### src/rtl/gray_step_counter.sv
// Prescaled up/down binary counter with a registered Gray-code image, used as
// the stimulus source for the quad-XOR Gray converter.
module gray_step_counter #(
    parameter int unsigned WIDTH = 4,
    parameter int unsigned DIV   = 100000000,
    parameter int unsigned PW    = 27
) (
    input  logic             clk,
    input  logic             rst,
    input  logic             en,
    input  logic             up_dn,
    input  logic             load,
    input  logic [WIDTH-1:0] load_val,
    output logic [WIDTH-1:0] bin_out,
    output logic [WIDTH-1:0] gray_out,
    output logic             tick,
    output logic             wrap
);

    localparam logic [PW-1:0]    PRESC_LAST = PW'(DIV - 1);
    localparam logic [WIDTH-1:0] BIN_MAX    = '1;
    localparam logic [WIDTH-1:0] BIN_ZERO   = '0;

    logic [PW-1:0]    presc;
    logic [PW-1:0]    presc_nxt;
    logic [WIDTH-1:0] bin_nxt;
    logic [WIDTH-1:0] gray_nxt;
    logic [WIDTH-1:0] step_bin;
    logic             tick_nxt;
    logic             wrap_nxt;
    logic             step_c;

    function automatic logic [WIDTH-1:0] to_gray(input logic [WIDTH-1:0] b);
        return b ^ (b >> 1);
    endfunction

    // Next-state: load beats step beats hold; gray is derived from the same
    // next binary value so both buses update together.
    always_comb begin
        presc_nxt = presc;
        bin_nxt   = bin_out;
        gray_nxt  = gray_out;
        tick_nxt  = 1'b0;
        wrap_nxt  = 1'b0;
        step_c    = en && (presc == PRESC_LAST);
        step_bin  = up_dn ? (bin_out + WIDTH'(1)) : (bin_out - WIDTH'(1));

        if (en) begin
            presc_nxt = step_c ? '0 : (presc + PW'(1));
        end

        if (load) begin
            bin_nxt   = load_val;
            gray_nxt  = to_gray(load_val);
            presc_nxt = '0;
        end else if (step_c) begin
            bin_nxt  = step_bin;
            gray_nxt = to_gray(step_bin);
            tick_nxt = 1'b1;
            wrap_nxt = up_dn ? (bin_out == BIN_MAX) : (bin_out == BIN_ZERO);
        end
    end

    always_ff @(posedge clk or posedge rst) begin
        if (rst) begin
            presc    <= '0;
            bin_out  <= '0;
            gray_out <= '0;
            tick     <= 1'b0;
            wrap     <= 1'b0;
        end else begin
            presc    <= presc_nxt;
            bin_out  <= bin_nxt;
            gray_out <= gray_nxt;
            tick     <= tick_nxt;
            wrap     <= wrap_nxt;
        end
    end

endmodule

### config.mk
export PLATFORM = sky130hd
export DESIGN_NAME = gray_step_counter
export DESIGN_NICKNAME = d
export VERILOG_FILES = /design/src/rtl/gray_step_counter.sv
export SDC_FILE = /design/constraint.sdc
export NUM_CORES = 1
export LEC_CHECK = 0
export ABC_AREA = 1
export CELL_PAD_IN_SITES_DETAIL_PLACEMENT = 1
export CELL_PAD_IN_SITES_GLOBAL_PLACEMENT = 1
export CORE_UTILIZATION = 38
export CTS_CLUSTER_DIAMETER = 30
export CTS_CLUSTER_SIZE = 10
export DETAILED_ROUTE_END_ITERATION = 16
export GPL_ROUTABILITY_DRIVEN = 0
export PLACE_DENSITY_LB_ADDON = 0.1
export REMOVE_ABC_BUFFERS = 1
export SLEW_MARGIN = 5
export SYNTH_ARGS = -nofsm -noshare
export SYNTH_HDL_FRONTEND = slang
export SYNTH_SLANG_ARGS = --single-unit
### constraint.sdc
create_clock -name clk -period 1.6 [get_ports clk]
set_input_delay 0.24 -clock clk [delete_from_list [all_inputs] [get_ports clk]]
set_output_delay 0.24 -clock clk [all_outputs]
set_load 0.02 [all_outputs]
==> out/qor.txt <==
Final Skew -> 0.007123 ns
Finished Core Util -> 54.28%
max cap viols -> 0
compound-cell area share of the yosys netlist -> 6.987%
cells along the critical path -> ha_2 > inv_2 > nor2_4 > nand2_2 > nor2_4 > nand2_4 > nand2_8 > buf_8 > nor2_4 > a21oi_2
FP Rows -> 27
synthesized instance count -> 305
detailed placement HPWL -> 4767 um
total grt overflow -> 0
final number of hold-violating endpoints -> 0
Routed Antenna Nets -> 0
status -> complete, no violations
# setup viols final -> 0
share of the synthesized area in the top cell type -> 40.25%
largest family of logic cells by synthesized area -> simple AND/OR/NAND/NOR gates
violation count after the first detailed-route iteration -> 65
fmax -> 631.1 MHz
unrepaired setup endpoints after global routing -> true
drt total wl -> 6791 um
Data arrival, critical path -> 1.80 ns
asr flop ratio synth -> 100.0%
clock buffer depth -> 2
Worst VDD drop -> 0.5174 mV
R2R cell count -> 10
static leakage -> 1.420 nW
H-tree depth -> 2
height of the die -> 78.75 um
Synth area leaders -> dfrtp_1 40%, nand2_1 13%, inv_1 6.7%
Total Routing Usage GR -> 23.96%
critical path peak fanout -> 5
Worst path depth -> 10
yosys warns -> 0
Area growth, synth to finish -> 36.00%
Min-Delay Path Class -> in2async
worst-margin pin slew -> 0.3965 ns
Post-synth top flop -> dfrtp_1
Clock Latency Late Sink -> 0.29 ns
Worst Setup Start Kind -> register
IO Count -> 19
die area -> 6202 sq um
Worst Setup End Kind -> register
quantity of hold-fixing buffers added after cts -> 0
vias per inst -> 5.153
distinct cell type count after synthesis -> 33
largest net degree at the start of global routing -> 37
post-synthesis mux area share -> 0.4472%
Post-Synth Simple-Gate Area -> 38.96%
antenna violations before repair -> 0
WL per Instance -> 15.54 um
Crit path top cell by count -> nor2_4
commonest non-fill, non-tap cell in the layout -> nand2_1
Buf/Inv on CP -> 2
Slowest cell on crit path -> dfrtp_1
Clock transition at path regs -> 0.08 ns
post-synthesis xor/xnor area fraction -> 1.956%
DRT Pass-1 Iters -> 4
final worst path period share -> 99.03%
Clock Sinks -> 36
Final #Nets -> 377
Seq cells post-synth -> 36
Slew HR -> 73.51%
Avg Cell Area, Syn -> 7.339 sq um
P per Cell Area -> 725.5 nW/um^2
most frequent cells in the layout -> 71 x nand2_1, 36 x dfrtp_1, 35 x inv_1
CTS tree -> built
post-synthesis sequential area ratio -> 40.25%
max incr delay on CP -> 0.37 ns
worst path required time -> 1.82 ns
Root Buffer Master -> clkbuf_8
Post-Synth Adder-Cell Area -> 2.571%
cell area after synthesis -> 2238 sq um
number of CTS-inserted buffers -> 5
core footprint -> 5608 sq um
number of flops mapped to enable cells by yosys -> 0
first-pass GRT wire length -> 11300 um
vias in the first global route -> 2350
drt drc -> 0
I/O Buffers -> 18
max-slew violations -> 0
Tmin final -> 1.584 ns
CP top delay family -> simple AND/OR/NAND/NOR gates
post-synth top area cell -> dfrtp_1
Vias -> 2252
share of cells above drive strength 1 -> 26.58%
diodes inserted -> 0
WS Path Type -> reg2reg
Die Wd -> 78.75 um
total power -> 2.208 mW
Initial Util -> 39.92%
[registers in the layout, summed over array words and instances, names as in the netlist]
signal / count
presc: 27
bin_out: 4
wrap: 1
gray_out: 3
tick: 1
[worst paths after layout]
| path | from | endpoint | slack (ns) |
|---|---|---|---|
| min in group clk | gray_out[0] | gray_out[0] | 0.50 |
| setup reg to reg | presc[1] | gray_out[2] | 0.02 |
| hold reg to reg | gray_out[0] | gray_out[0] | 0.50 |
| hold / removal | rst | presc[0] | 0.29 |
| setup / recovery | presc[1] | gray_out[2] | 0.02 |
| max in group asynchronous | rst | presc[24] | 1.12 |
[layout make-up]
class	instances	area, sq um
clock buffers	6	72.57
clock inverters	2	35.03
fillers	705	2564
inverters	42	170.2
multi-input cells	224	1296
flip-flops and latches	36	900.9
well taps	72	90.09
repair buffers	55	479.2
[per-layer routing]
metal / GRT usage [%] / share of wire, % / up-vias
met5: 0 / 0 / -
met2: 41.48 / 51 / 21
met1: 30.11 / 45 / 1119
met3: 4.023 / 2.0 / 10
li1: - / - / 1102
met4: 7.963 / 1.6 / 0
[synth_stat cells (4+ instances only)]
cell      n
a21oi_1  14
dfrtp_1  36
inv_1    40
nand2_1  75
nand2_2   5
nand3_1  30
nand4_1   6
nor2_1   39
nor2_4    4
nor3_1   10
nor3b_1   4
o21ai_0   7
[per-stage QoR]
stage | setup TNS (ns) | instances | hold slack [ns] | worst slack, ns | instance area, sq um
after floorplan | -0.3536 | 301 | 0.3688 | -0.1592 | 2201
after global placement | -7.671 | 420 | 0.4756 | -0.3361 | 2701
after detailed placement | -9.356 | 420 | 0.4905 | -0.5095 | 2701
after CTS | -0.0009647 | 432 | 0.2931 | -0.0009647 | 2890
after global routing | -1.005 | 437 | 0.3367 | -0.07258 | 3044
final | 0 | 437 | 0.2947 | 0.01551 | 3044
[tightest hold or removal path, stage by stage]
cell and delay (ns):
clkdlybuf4s50_1 0.39, inv_1 0.09, buf_12 0.23
[cell families (layout without fill, tap and decap cells)]
family	count (synthesis)	in the layout
AO/OA/AOI/OAI	29	29
AND/OR/NAND/NOR	184	185
adder cells (fa/ha/maj)	4	4
flip-flops	36	36
XOR/XNOR	5	5
multiplexers	1	1
buffers and inverters	46	105
[repair_timing]
action | CTS | global route
gates cloned | 1 | 0
hold endpoints to repair | 0 | 0
pin swaps | 5 | 8
setup endpoints to repair | 38 | 37
resized for setup | 15 | 39
buffers inserted | 3 | 5
[power by group]
group          switching [mW]  total (mW)  leakage, nW  internal, mW
Clock                   0.353       0.816       0.0552         0.463
Combinational           0.237       0.433        0.877         0.196
Sequential             0.0236       0.960        0.488         0.936
No activity file was read; power rests on OpenSTA's default activity.
